`config.mk`:
```
export PLATFORM = sky130hd
export DESIGN_NAME = divider_voice_scheduler
export DESIGN_NICKNAME = d
export VERILOG_FILES = /design/src/rtl/divider_voice_scheduler.sv
export SDC_FILE = /design/constraint.sdc
export NUM_CORES = 1
export LEC_CHECK = 0
export ABC_AREA = 1
export BUFFER_PORTS_ARGS = -buffer_cell sky130_fd_sc_hd__buf_2
export CORE_MARGIN = 2
export CORE_UTILIZATION = 35
export DETAILED_ROUTE_END_ITERATION = 10
export SYNTH_ARGS = -nofsm -noshare
export SYNTH_HDL_FRONTEND = slang
export SYNTH_SLANG_ARGS = --single-unit
export TNS_END_PERCENT = 100
```
`constraint.sdc`:
```
create_clock -name clk -period 4.6 [get_ports clk]
set_input_delay 0.92 -clock clk [delete_from_list [all_inputs] [get_ports clk]]
set_output_delay 0.92 -clock clk [all_outputs]
set_load 0.05 [all_outputs]
```
`src/rtl/divider_voice_scheduler.sv`:
```
// Round-robin scheduler sharing one sequential divider across NUM_VOICES oscillator voices.
// Define DIV_SCHED_ROTATE_EN to rotate the first-serviced voice after every completed round.
module divider_voice_scheduler #(
   parameter int NUM_VOICES  = 4,
   parameter int DIV_LATENCY = 10
) (
   input  logic                     clk,
   input  logic                     nrst,
   input  logic                     sample_tick,
   input  logic [NUM_VOICES-1:0]    voice_en,
   input  logic [NUM_VOICES*16-1:0] osc_count,
   input  logic [NUM_VOICES*16-1:0] osc_divisor,
   input  logic                     overrun_clr,
   output logic                     div_sample_now,
   output logic [15:0]              div_dividend,
   output logic [15:0]              div_divisor,
   input  logic [7:0]               div_q,
   output logic [NUM_VOICES*8-1:0]  sample_out,
   output logic [NUM_VOICES-1:0]    sample_valid,
   output logic                     busy,
   output logic                     overrun
);

   // state     | meaning
   // S_IDLE    | waiting for sample_tick
   // S_ISSUE   | sample_now high, operands presented to divider
   // S_WAIT    | divider computing, down-counter running
   // S_CAPTURE | quotient latched on exit, next voice or round end chosen
   localparam logic [1:0] S_IDLE    = 2'd0;
   localparam logic [1:0] S_ISSUE   = 2'd1;
   localparam logic [1:0] S_WAIT    = 2'd2;
   localparam logic [1:0] S_CAPTURE = 2'd3;

   localparam int IW = (NUM_VOICES > 1) ? $clog2(NUM_VOICES) : 1;
   localparam int CW = (DIV_LATENCY > 1) ? $clog2(DIV_LATENCY + 1) : 1;
   localparam logic [IW-1:0] LAST_IDX  = IW'(NUM_VOICES - 1);
   localparam logic [CW-1:0] WAIT_LOAD = CW'(DIV_LATENCY - 1);

   logic [1:0]            state;
   logic [NUM_VOICES-1:0] pending;
   logic [IW-1:0]         voice;
   logic [IW-1:0]         start_idx;
   logic [CW-1:0]         wait_cnt;
   logic                  zero_div;

   logic [NUM_VOICES-1:0] rem_mask;
   logic [NUM_VOICES-1:0] launch_mask;
   logic [IW-1:0]         launch_start;
   logic [IW-1:0]         start_next;
   logic [IW-1:0]         sel_idx;
   logic [IW:0]           cand;
   logic [15:0]           sel_count;
   logic [15:0]           sel_div;
   logic                  launch;
   logic                  round_done;
   logic                  overrun_set;

   // A tick landing on the round's final capture edge starts the next round instead of overrunning.
   always_comb begin
      rem_mask   = pending & ~(NUM_VOICES'(1) << voice);
      round_done = (state == S_CAPTURE) && (rem_mask == '0);
`ifdef DIV_SCHED_ROTATE_EN
      start_next = (start_idx == LAST_IDX) ? '0 : start_idx + IW'(1);
`else
      start_next = '0;
`endif
      launch       = 1'b0;
      launch_mask  = voice_en;
      launch_start = start_idx;
      if (state == S_IDLE) begin
         launch = sample_tick && (voice_en != '0);
      end else if (state == S_CAPTURE) begin
         if (rem_mask != '0) begin
            launch      = 1'b1;
            launch_mask = rem_mask;
         end else begin
            launch       = sample_tick && (voice_en != '0);
            launch_start = start_next;
         end
      end
      overrun_set = sample_tick && (state != S_IDLE) && !round_done;
   end

   // Descending scan so the lowest offset from launch_start wins.
   always_comb begin
      sel_idx = '0;
      cand    = '0;
      for (int i = NUM_VOICES - 1; i >= 0; i--) begin
         cand = {1'b0, launch_start} + (IW + 1)'(i);
         if (cand >= (IW + 1)'(NUM_VOICES)) cand = cand - (IW + 1)'(NUM_VOICES);
         if (launch_mask[cand[IW-1:0]]) sel_idx = cand[IW-1:0];
      end
      sel_count = osc_count[{sel_idx, 4'b0000} +: 16];
      sel_div   = osc_divisor[{sel_idx, 4'b0000} +: 16];
   end

   always_ff @(posedge clk or negedge nrst) begin
      if (!nrst) begin
         state          <= S_IDLE;
         pending        <= '0;
         voice          <= '0;
         start_idx      <= '0;
         wait_cnt       <= '0;
         zero_div       <= 1'b0;
         div_sample_now <= 1'b0;
         div_dividend   <= '0;
         div_divisor    <= '0;
         sample_out     <= '0;
         sample_valid   <= '0;
         overrun        <= 1'b0;
      end else begin
         div_sample_now <= 1'b0;
         sample_valid   <= '0;
         if (overrun_set) overrun <= 1'b1;
         else if (overrun_clr) overrun <= 1'b0;

         case (state)
            S_ISSUE: begin
               state    <= S_WAIT;
               wait_cnt <= WAIT_LOAD;
            end
            S_WAIT: begin
               if (wait_cnt == '0) state <= S_CAPTURE;
               else wait_cnt <= wait_cnt - CW'(1);
            end
            S_CAPTURE: begin
               sample_out[{voice, 3'b000} +: 8] <= zero_div ? 8'h00 : div_q;
               sample_valid[voice] <= 1'b1;
               pending <= rem_mask;
               state   <= S_IDLE;
               if (round_done) start_idx <= start_next;
            end
            default: ;
         endcase

         // Zero divisor bypasses the divider entirely; operands keep their previous values.
         if (launch) begin
            pending <= launch_mask;
            voice   <= sel_idx;
            if (sel_div == 16'h0000) begin
               state    <= S_CAPTURE;
               zero_div <= 1'b1;
            end else begin
               state          <= S_ISSUE;
               zero_div       <= 1'b0;
               div_sample_now <= 1'b1;
               div_dividend   <= (sel_count < sel_div) ? sel_count : sel_div;
               div_divisor    <= sel_div;
            end
         end
      end
   end

   assign busy = (state != S_IDLE);

endmodule

```
==> summary by stage, run 1 <==
CTS
The clock reaches the later pin of the worst-skew pair after 0.34 ns. The cell chosen for the clock root is clkbuf_16. The number of sinks handled by clock tree synthesis is 83.

In this run the number of H-tree levels came out at 3. The CTS tree is built. Post-CTS timing repair inserted 0 buffers for setup. Clock-pin slew was measured on the worst setup and hold paths at 0.06 ns. Counting along the longest clock path gives a buffer depth of 2. The number of clock buffers added by TritonCTS is 9.

STA
In the finished design, the share of the clock period the worst path needs comes to 90.3%. The final hold violation count was 0. On the final layout, the worst clock skew is 0.00658 ns. The slew at the pin closest to its max-slew limit is 1.04 ns. The worst relative slew slack is 30.8%. The number of pins with negative max-slew slack in the final report was 0.

Summed over all failing endpoints, the final setup total negative slack is 0 ns. The upper clock frequency limit is 241 MHz. Setup repair after global routing left no endpoint under its margin. The worst path needs 4.15 ns of the cycle, external delays included. The final worst hold slack is 0.474 ns. The final setup violation count is 0.

Routing
The uppermost layer routed is met4. The pre-antenna-repair detailed-routing pass consisted of 6 iterations. The met3 wire length is 1.11 mm. For this run, design rule violations remaining after detail routing come to 0.

The total number of vias is 5,363. The met2 routed wirelength is 7.91 mm. After the first detailed-routing iteration, the DRC count stood at 484. The routed wire length is 16.7 mm. The total routed wire length on the met1 layer is 7.41 mm. The count of nets left with antenna violations once routing finished came out at 0. The detail-routed net length per standard cell is 15.3 um. After detailed routing, the number of vias per cell comes to 4.90.

Synthesis
The Yosys warning count is 0. The sequential share of the synthesized area is 39.4%. The flip-flop cell with the highest count after synthesis is dfrtp_1. After synthesis, the netlist uses 40 different library cells. The average size of a mapped cell is 7.47 um2. The post-synth design cell area is 0.00527 mm2. In this run, synthesis produced a sequential element count of 83. The gate count after technology mapping is 706. Yosys mapped a number of flops with a built-in enable equal to 0.

After synthesis, the share of flip-flops with an asynchronous set or reset is 100%. The number of nets handed over by synthesis was 879.

Pwr
The relative contribution of sequential cells to total power is 22.1%. The switching component of the power is 0.00328 W. The internal power of the cells totals 0.00253 W. The worst supply voltage drop on vdd is 0.000312 V.

The areal power density over the cells is 857 mW/mm2. For this design the static power due to leakage is 3.73 nW. The design draws 0.00581 W. The clock network fraction of total power is 11.6%.

The logic gate share of total power is 66.3%. The switching part of the total power is 56.5%.

Worst setup path
The beginning of the worst register-to-register path is voice[1]. The critical register-to-register path endpoint is div_dividend[7]. The worst reg2reg path depth is 23.

The arrival time at the worst endpoint is 4.38 ns. The largest fanout on the critical path is 30. STA classifies the critical path startpoint as a register.

STA classifies the critical path endpoint as a register. Traced cell by cell, the critical path runs through inv_1 > ha_1 > inv_4 > nand2_2 > nand2_2 > o21ai_4 > a21oi_2 > nand2_2 > inv_1 > buf_4 > nand2_1 > nand2_1 > inv_1 > a22oi_1 > inv_1 > ha_1 > nand4_1 > nor3_1 > nand2_2 > nand2_4 > nand2_1 > nand3_1 > nand2_1. For this run, the slowest stage of the critical path takes 0.43 ns. The critical path is of the register to register type. The setup check on the worst reg-to-reg path leaves a slack of 0.45 ns. For this design, the slowest cell found on the critical path is dfrtp_1.

For the worst setup path, the data required time is 4.83 ns.

Final layout
The count of nets after finishing is 1,079. The top cell types in the final layout, fill and taps aside, are buf_2, nand2_1, dfrtp_1, inv_1, nor2_1. Counting the fill cells in the layout gives 1,560. The total inserted antenna cells is 0. The signed area change from the synthesized netlist to the final layout is 28.5%. The leading cell type in the layout, fill and taps excluded is buf_2. Measured on the finished design, the core utilization comes to 46.3%.

The proportion of layout cells with a drive suffix above 1 is 29.2%. The filler-free cell count of the finished design is 1,095.

GRT
The overall fraction of global-route tracks in use is 20.6%. The pin count of the biggest net entering global routing is 84. The number of antenna violations at the first check in global routing is 0.

The total overflow reported by the global router is 0. The via count of the first global-routing pass is 5,062. The wire length of the first global-routing pass is 26.3 mm.

Floorplan
The site row count is 44. The floorplan step set the die width to 127 um. The I/O pin count is 215. The initial utilization of the core area, before any placement, comes to 36.0%. The die covers 0.0161 mm2. The floorplan core area is 0.0146 mm2. The die is 127 um tall.

Placed design
The congestion estimate from routability-driven global placement came to 0.889. The count of buffers from port buffering is 214. The HPWL after detailed placement is 12.9 mm. The total instance count after detailed placement is 1,079.

Outcome
The flow ran to the end, and the final reports show no timing, DRC or antenna violations.

Job
The number of violations of the max-capacitance limit is 0.

Worst hold path
The number of cells on the worst hold path is 2. The worst min-delay path startpoint is div_dividend[15]. The tightest min-delay check is of the register to register type. The terminating pin of the worst hold path is div_dividend[15].
kinds of logic after synthesis:
logic type	after synthesis	share of synthesized area (%)
flops	83	39.4
compound gates	133	16.8
simple gates	349	27.8
fa+ha+maj	29	6.88
buf+inv	112	9.14
registers in the layout (all words and copies together), names as in the netlist:
name / count
overrun: 1
sample_out: 32
state: 2
div_sample_now: 1
wait_cnt: 4
div_dividend: 16
voice: 2
div_divisor: 16
pending: 4
zero_div: 1
sample_valid: 4
power by group through the flow:
stage / combinational (W) / sequential [W] / clock [W]
floorplan: 0.00196 / 0.00224 / 0
global placement: 0.00383 / 0.00129 / 0
detailed placement: 0.00386 / 0.00129 / 0
CTS: 0.00387 / 0.00129 / 0.000688
global route: 0.00427 / 0.00132 / 0.000719
finish: 0.00385 / 0.00128 / 0.000677
timing repair:
item	CTS	global route
hold endpoints to repair	0	0
hold buffers	0	0
endpoints found under the setup margin	0	16
gates resized for setup	0	3
layer usage:
metal	up-vias	track usage [%]
met5	-	0
met3	19	3.58
met4	0	5.82
li1	2733	-
met2	214	34.8
met1	2397	27.4
layout make-up:
type                            instances  area (um2)  share of cell area, %
Clock inverter                          6        41.3                  0.609
Inverter                               76         289                   4.27
Multi-Input combinational cell        511        2730                   40.3
Sequential cell                        83        2080                   30.7
Clock buffer                           10         239                   3.53
Timing Repair Buffer                  225        1170                   17.2
Tap cell                              184         230                   3.40
worst max-delay path: cells and delay by family (launching register included):
kind / cells / cell delay (ns)
adder cells (fa/ha/maj): 2 / 0.57
buffers and inverters: 6 / 0.81
AO/OA/AOI/OAI: 3 / 0.71
AND/OR/NAND/NOR: 12 / 1.48
flip-flops: 1 / 0.43
how the worst max path moves through the flow:
stage                   from          endpoint  slack, ns  depth (start not counted)
global placement    voice[1]  div_dividend[11]       0.46                         25
global route        voice[1]  div_dividend[15]      0.009                         24
finish              voice[1]   div_dividend[7]       0.45                         23
CTS                 voice[1]   div_dividend[7]       0.30                         25
floorplan           voice[0]  div_dividend[10]       0.06                         28
detailed placement  voice[1]   div_dividend[4]       0.35                         25
cell usage after synthesis, types with 2 or more instances:
library cell    n  share of area (%)
a211oi_1        2               0.28
a21oi_1         8               0.76
a21oi_2         2               0.33
a22o_1         15                2.5
a22oi_1        21                3.0
buf_1           8               0.57
buf_2          11                1.0
buf_4           2               0.28
buf_6           5                1.1
clkbuf_1       10               0.71
dfrtp_1        83                 39
ha_1           29                6.9
inv_1          72                5.1
inv_2           2               0.14
nand2_1       206                 15
nand2_2         8               0.95
nand3_1        57                5.4
nand4_1        12                1.4
nor2_1         59                4.2
o21ai_0        53                5.0
o22ai_1        12                1.4
o22ai_2         4               0.95
o31ai_1         8                1.1
through the flow:
stage	worst slack [ns]	area, um2
2_1_floorplan	0.0599	5270
3_3_place_gp	0.458	6480
3_5_place_dp	0.346	6480
4_1_cts	0.303	6770
5_1_grt	0.00943	6780
6_report	0.446	6780
(Power assumes the default switching activity.)
==> run 2: changes to the inputs <==
==> constraint.sdc (replaced) <==
create_clock -name clk -period 4.05 [get_ports clk]
set_input_delay 0.81 -clock clk [delete_from_list [all_inputs] [get_ports clk]]
set_output_delay 0.81 -clock clk [all_outputs]
set_load 0.05 [all_outputs]
==> run 2 against run 1 <==
  * Worst setup slack lost 0.16 ns
  * Power up 19%
  * Count of clock-buffer cells in the layout rose by 2
  * Flip-flop and latch count unchanged
  * Sequential power is 14% higher
  * Die area is the same
  * Critical path depth did not move
  * First-iteration DRC count down 33%
  * Routed wire length is 2.7% higher
  * Clock power rose by 13%
  * Hold slack improved by 0.0016 ns
  * Critical path type unchanged
  * Largest power group unchanged
==> summary by stage, run 2 (same netlist as run 1, synthesis figures left out) <==
Final layout
The total inserted antenna cells is 0 (unchanged). The count of nets after finishing is 1,094 (+1.4%). The final standard cell area without fillers is 0.00702 mm2 (+3.7%). Counting flops per register, the top entry is sample_out. The filler cell count was 1,539 (-1.3%).

The leading cell type in the layout, fill and taps excluded is buf_2. The filler-free cell count of the finished design is 1,110 (+1.4%). In the final layout, the registers with the most flip-flops are sample_out: 32 flops, div_dividend: 16 flops, div_divisor: 16 flops. Compared with the post-synthesis result, the final layout area differs by 33.2%. The proportion of layout cells with a drive suffix above 1 was 32.4% (+3.2 points). In the layout the commonest cells are buf_2, nand2_1, dfrtp_1, inv_1, nor2_1. The core utilization of the finished layout was 48.0% (+1.7 points). The number of flip-flops under the largest register name is 32 (unchanged).

GRT
The wire length of the first global-routing pass is 27.4 mm (+4.4%). The number of antenna violations at the first check in global routing came to 0 (unchanged). The total overflow reported by the global router is 0 (unchanged).

The via count of the first global-routing pass is 5,403 (+6.7%). The overall fraction of global-route tracks in use is 21.6% (+0.93 points). The pin count of the biggest net entering global routing came to 84 (unchanged).

Worst setup path
The kind of start point of the critical path is a register. The arrival time at the worst endpoint is 3.99 ns (-0.39 ns). The path type of the worst setup path is register to register. The largest fanout on the critical path is 26 (-13%).

On the critical path, the stage with the largest delay is an instance of dfrtp_2. The cell that appears most often on the critical path is nand2_2. The data required time of the critical path is 4.28 ns (-0.55 ns).

The critical path's largest stage delay is 0.44 ns (about the same). The type of element capturing the critical path is a register. The critical path goes through inv_2 > ha_2 > inv_4 > nand2_2 > nand2_2 > o21ai_4 > a21oi_2 > nand2_2 > nand2_4 > nand2_2 > buf_4 > nand2_1 > nand3_1 > nand2_1 > ha_1 > a21oi_1 > nor2_1 > a211oi_2 > o221a_4 > buf_4 > nand3_1 > nand3_1 > nand2_1.

STA
The worst relative slew slack is 29.7% (-1.1 points). The slew at the pin closest to its max-slew limit came to 1.05 ns (+0.0165 ns). Setup repair after global routing could not meet its margin everywhere. The final setup violation count is 0 (unchanged). The number of pins with negative max-slew slack in the final report is 0 (unchanged). The final worst hold slack is 0.476 ns (+0.00155 ns). The upper clock frequency limit is 266 MHz (+10%). The part of the cycle the worst path needs was 92.8% (+2.5 points). The worst-case clock skew is 0.00956 ns (+0.00298 ns). The final hold violation count is 0 (unchanged). The minimum clock period after layout is 3.76 ns (-0.394 ns).

Job
The number of violations of the max-capacitance limit is 0 (unchanged).

CTS
The clock transition at the register clock pins on the worst setup and hold paths after CTS is 0.06 ns (about the same). The number of sinks handled by clock tree synthesis is 83 (unchanged). The number of clock buffers inserted by TritonCTS is 9 (unchanged).

The maximum buffer depth of the clock tree is 2 (unchanged). Clock tree synthesis selected as its root buffer the cell clkbuf_16. The CTS tree is built. The count of H-tree levels built during CTS was 3 (unchanged). The latest clock arrival within the worst-skew pair is 0.34 ns (about the same).

Worst hold path
In this run the worst hold path is classified as register to register.

Placed design
The final estimated routing congestion in global placement is 0.887 (-0.20%). The area of placed instances is 0.00663 mm2 (+2.2%). The count of buffers from port buffering is 214 (unchanged). The total instance count after detailed placement is 1,093 (+1.3%).

The half-perimeter wire length after detailed placement is 13.6 mm (+4.9%).

Pwr
The worst supply voltage drop on vdd is 0.000296 V (-5.2%). The areal power density over the cells is 981 mW/mm2 (+14%). The post-route total power is 0.00689 W (+19%).

The leakage power summed over all cells was 3.83 nW (+2.5%).

Routing
The residual antenna-violating net count after detailed routing is 0 (unchanged). The total number of vias is 5,496 (+2.5%). The detail-routed net length per standard cell is 15.5 um (+1.3%). The detail-routed via count per cell is 4.95 (+1.1%). The remaining design rule violation count was 0 (unchanged). The routed wire length is 17.2 mm (+2.7%). The initial DRC count is 326 (-33%). The number of iterations in the first detailed-routing pass is 6 (unchanged).

Floorplan
The starting density of the core is 36.0% (unchanged). The I/O pin count is 215 (unchanged). The die outline width is 127 um (unchanged). The die area was 0.0161 mm2 (unchanged). The site row count came to 44 (unchanged). The overall die height is 127 um (unchanged). The floorplan core area was 0.0146 mm2 (unchanged).

Outcome
The flow ran to the end, and the final reports show no timing, DRC or antenna violations.
-- run 2: cell count changes in the layout (fill, tap and decap cells not counted), moves of 2 or more --
cell        before  now
a22oi_1         21   11
a22oi_2          0   10
buf_12           1    4
buf_4           11   23
clkinv_2         4    2
clkinv_4         3    0
clkinvlp_4       0    2
inv_1           72   67
inv_2            1    6
-- run 2: repair_timing --
item,CTS,global route
endpoints found under the setup margin,0,16
gates resized for setup,0,28
setup buffers,0,1
hold buffers,0,0
endpoints found under the hold margin,0,0
-- run 2: per-layer routing --
| metal | up-vias | part of all wire (%) | GRT usage [%] |
|---|---|---|---|
| met4 | 0 | 1.8 | 8.14 |
| met3 | 20 | 5.6 | 3.75 |
| met2 | 203 | 50 | 37.2 |
| li1 | 2774 | - | - |
| met5 | - | 0 | 0 |
| met1 | 2499 | 43 | 27.1 |
-- run 2: layout make-up --
class / count / area (um2) / area share [%]
clock buffer: 12 / 256 / 3.65
inverter: 76 / 290 / 4.13
tap: 184 / 230 / 3.28
timing repair buffer: 240 / 1320 / 18.8
clock inverter: 4 / 25.0 / 0.356
multi-input combinational: 511 / 2830 / 40.2
sequential: 83 / 2080 / 29.6
-- run 2: stage by stage --
step / TNS, ns / setup WS (ns)
floorplan: 0 / 0.00988
global placement: 0 / 0.163
detailed placement: 0 / 0.0903
CTS: 0 / 0.0689
global route: -0.0649 / -0.0220
finish: 0 / 0.290
-- run 2: worst paths after layout --
path / startpoint / end / slack, ns / cells after the start
hold reg to reg: div_dividend[5] / div_dividend[5] / 0.48 / 2
min in group asynchronous: nrst / sample_out[20] / 0.67 / 1
setup / recovery: voice[0] / div_dividend[13] / 0.29 / 23
setup reg to reg: voice[0] / div_dividend[13] / 0.29 / 23
hold / removal: div_dividend[5] / div_dividend[5] / 0.48 / 2
max in group asynchronous: nrst / voice[0] / 2.66 / 1
-- run 2: power by group --
part | switching (W) | internal [W] | leakage (nW)
sequential | 0.000226 | 0.00123 | 1.04
clock | 0.000319 | 0.000447 | 0.135
combinational | 0.00326 | 0.00140 | 2.66
total | 0.00381 | 0.00308 | 3.83
-- run 2: worst max-delay path, delay by kind of cell, from the launching register on --
family / cells / cell delay [ns]
buf+inv: 4 / 0.66
simple gates: 12 / 1.04
compound gates: 5 / 0.94
flops: 1 / 0.44
fa+ha+maj: 2 / 0.55
==> run 3: changes to the inputs <==
==> constraint.sdc (replaced) <==
create_clock -name clk -period 3.7 [get_ports clk]
set_input_delay 0.74 -clock clk [delete_from_list [all_inputs] [get_ports clk]]
set_output_delay 0.74 -clock clk [all_outputs]
set_load 0.05 [all_outputs]
==> run 3 against run 2 <==
  * The flow now finishes with violations (setup timing)
  * Via count grew 5.0%
  * Sequential power grew 9%
  * Flip-flop and latch count is the same
  * Count of clock-buffer cells in the layout is the same
  * Maximum frequency grew 1.1%
  * Hold slack lost 0.11 ns
  * Routed wire length grew 7.8%
  * Cell area grew 9.0%
  * Largest power group unchanged
  * Highest routed layer unchanged
==> summary by stage, run 3 (same netlist as run 1, synthesis figures left out) <==
STA
The final worst hold slack is 0.365 ns (-0.111 ns). The minimum clock period after layout is 3.72 ns (-0.0393 ns). Setup repair after global routing could not meet its margin everywhere. The final hold violation count is 0 (unchanged). The worst-case clock skew is 0.00472 ns (-0.00484 ns).

The worst relative slew slack was 64.6% (+35 points). The part of the cycle the worst path needs is 101% (+7.7 points). The worst path setup slack after routing is -0.0203 ns (-0.311 ns). The number of pins with negative max-slew slack in the final report was 0 (unchanged). The upper clock frequency limit is 269 MHz (+1.1%). The final setup violation count was 11 (+11). The sum of negative setup slack is -0.131 ns (-0.131 ns). The slew at the pin closest to its max-slew limit came to 0.530 ns (-0.524 ns).

Pwr
The clock network fraction of total power is 10.8% (-0.3 points). The switching component of the power was 0.00443 W (+16%). The relative contribution of sequential cells to total power was 19.2% (-1.9 points). The leakage power summed over all cells was 4.12 nW (+7.8%). The internal power of the cells is 0.00388 W (+26%). The areal power density over the cells is 1090 mW/mm2 (+11%). The logic gate share of total power came to 70.0% (+2.2 points).

The worst supply voltage drop on vdd is 0.000347 V (+17%). The switching part of the total power was 53.3% (-2.0 points).

CTS
The number of clock buffers inserted by TritonCTS is 9 (unchanged). The count of hold-fix buffers inserted at cts is 0 (unchanged). The latest clock arrival within the worst-skew pair is 0.34 ns (about the same). The maximum buffer depth of the clock tree is 2 (unchanged). Clock tree synthesis selected as its root buffer the cell clkbuf_16. The clock transition at the register clock pins on the worst setup and hold paths after CTS is 0.06 ns (about the same). The number of sinks handled by clock tree synthesis was 83 (unchanged). The CTS tree is built. The count of H-tree levels built during CTS is 3 (unchanged).

Final layout
The leading cell type in the layout, fill and taps excluded is buf_2. The count of nets after finishing is 1,143 (+4.5%). The filler-free cell count of the finished design is 1,159 (+4.4%). The top cell types in the final layout, fill and taps aside, are buf_2, nand2_1, dfrtp_1, inv_1, buf_4. The largest registers in the layout are sample_out: 32 flops, div_dividend: 16 flops, div_divisor: 16 flops. The register containing the most flip-flops in the final layout is sample_out. The signed area change from the synthesized netlist to the final layout is 45.2%. The number of flip-flops under the largest register name is 32 (unchanged). The proportion of layout cells with a drive suffix above 1 is 37.4% (+5.0 points). The total inserted antenna cells came to 0 (unchanged).

Routing
The remaining design rule violation count is 0 (unchanged). The initial DRC count was 398 (+22%). The total number of vias is 5,769 (+5.0%). The routed wire length is 18.5 mm (+7.8%). The residual antenna-violating net count after detailed routing is 0 (unchanged). The detail-routed via count per cell is 4.98 (+0.53%).

The number of iterations in the first detailed-routing pass is 5 (-1). The detail-routed net length per standard cell is 16.0 um (+3.2%).

GRT
The pin count of the biggest net entering global routing is 49 (-42%). The number of antenna violations at the first check in global routing is 0 (unchanged). The overall fraction of global-route tracks in use is 21.9% (+0.32 points).

The via count of the first global-routing pass was 5,541 (+2.6%). The total overflow reported by the global router was 0 (unchanged). The wire length of the first global-routing pass is 28.0 mm (+2.2%).

Outcome
The run finished, with violations left. The checks that failed: setup timing.

Floorplan
The I/O pin count is 215 (unchanged). The floorplan core area came to 0.0146 mm2 (unchanged). The site row count is 44 (unchanged).

The overall die height is 127 um (unchanged). The die area is 0.0161 mm2 (unchanged). The starting density of the core is 36.0% (unchanged).

The die outline width is 127 um (unchanged).

Placed design
The half-perimeter wire length after detailed placement is 14.2 mm (+4.4%). The total instance count after detailed placement is 1,126 (+3.0%). The count of buffers from port buffering is 214 (unchanged). The final estimated routing congestion in global placement is 0.871 (-1.8%).

Worst hold path
The type of the tightest min-delay check is input pin to async pin.

Worst setup path
Among cell families on the critical path, the largest total delay comes from simple AND/OR/NAND/NOR gates. The beginning of the worst register-to-register path is voice[0]. The critical register-to-register path endpoint is div_dividend[4].

The data required time of the critical path is 3.98 ns (-0.30 ns). The kind of start point of the critical path is a register. The critical path's largest stage delay is 0.47 ns (+0.03 ns).

The cell with the biggest individual delay on the critical path is dfrtp_2. The internal reg-to-reg setup slack is -0.02 ns (-0.31 ns). The arrival time at the worst endpoint is 4.00 ns (about the same). The worst setup path is of the register to register kind. The signal on the critical path passes through ha_2 > inv_1 > nand2_1 > nand2_2 > o21ai_4 > buf_6 > a21oi_4 > nand2_8 > buf_6 > clkbuf_16 > a22o_1 > a22oi_2 > inv_1 > ha_4 > nand4_1 > nor3_2 > nand2_4 > clkbuf_16 > nand3_1 > nand3_1 > nand2_1.

The worst reg2reg path depth was 21 (-8.7%). The type of element capturing the critical path is a register. In this run the worst setup path begins at voice[0]. The sum of buffers and inverters on the critical path is 6 (+2). The largest fanout on the critical path is 18 (-31%).

Job
The number of violations of the max-capacitance limit was 0 (unchanged).
run 3: cell type report:
type | count | area [um2]
fillers | 1483 | 6990
multi-input cells | 512 | 2970
flip-flops and latches | 83 | 2080
repair buffers | 288 | 1780
inverters | 76 | 305
clock buffers | 12 | 246
well taps | 184 | 230
clock inverters | 4 | 50.0
run 3: stage by stage:
stage	instance area [um2]	setup WS, ns	util, %	power, W
5_1_grt	7660	-0.225	52.3	0.00894
4_1_cts	7270	0.00617	49.6	0.00787
2_1_floorplan	5390	-0.195	-	0.00540
6_report	7660	-0.0203	52.3	0.00831
3_3_place_gp	6920	-0.0942	47.2	0.00686
3_5_place_dp	6920	-0.140	47.2	0.00690
run 3: worst max path at each step:
stage | to | slack (ns) | cells past startpoint
floorplan | div_dividend[10] | -0.20 | 29
global placement | div_dividend[9] | -0.09 | 23
detailed placement | div_dividend[4] | -0.14 | 23
CTS | div_dividend[15] | 0.006 | 25
global route | div_dividend[0] | -0.23 | 24
finish | div_dividend[4] | -0.02 | 21
run 3: power groups by stage:
stage	registers (W)	logic, W	clock network [W]
after floorplan	0.00279	0.00261	0
after global placement	0.00160	0.00526	0
after detailed placement	0.00160	0.00530	0
after CTS	0.00160	0.00536	0.000918
after global routing	0.00164	0.00633	0.000964
final	0.00159	0.00582	0.000900
run 3: metal layers:
| metal | GRT usage [%] | routed length, um |
|---|---|---|
| met1 | 26.9 | 7730 |
| met2 | 38.6 | 9450 |
| met3 | 5.02 | 1070 |
| met4 | 6.14 | 245 |
| met5 | 0 | 0 |
run 3: what timing repair did:
action / 4_1_cts / 5_1_grt
buffers inserted: 1 / 10
gates cloned: 0 / 6
endpoints found under the setup margin: 16 / 31
pin swaps: 2 / 17
endpoints found under the hold margin: 0 / 0
gates resized for setup: 13 / 44
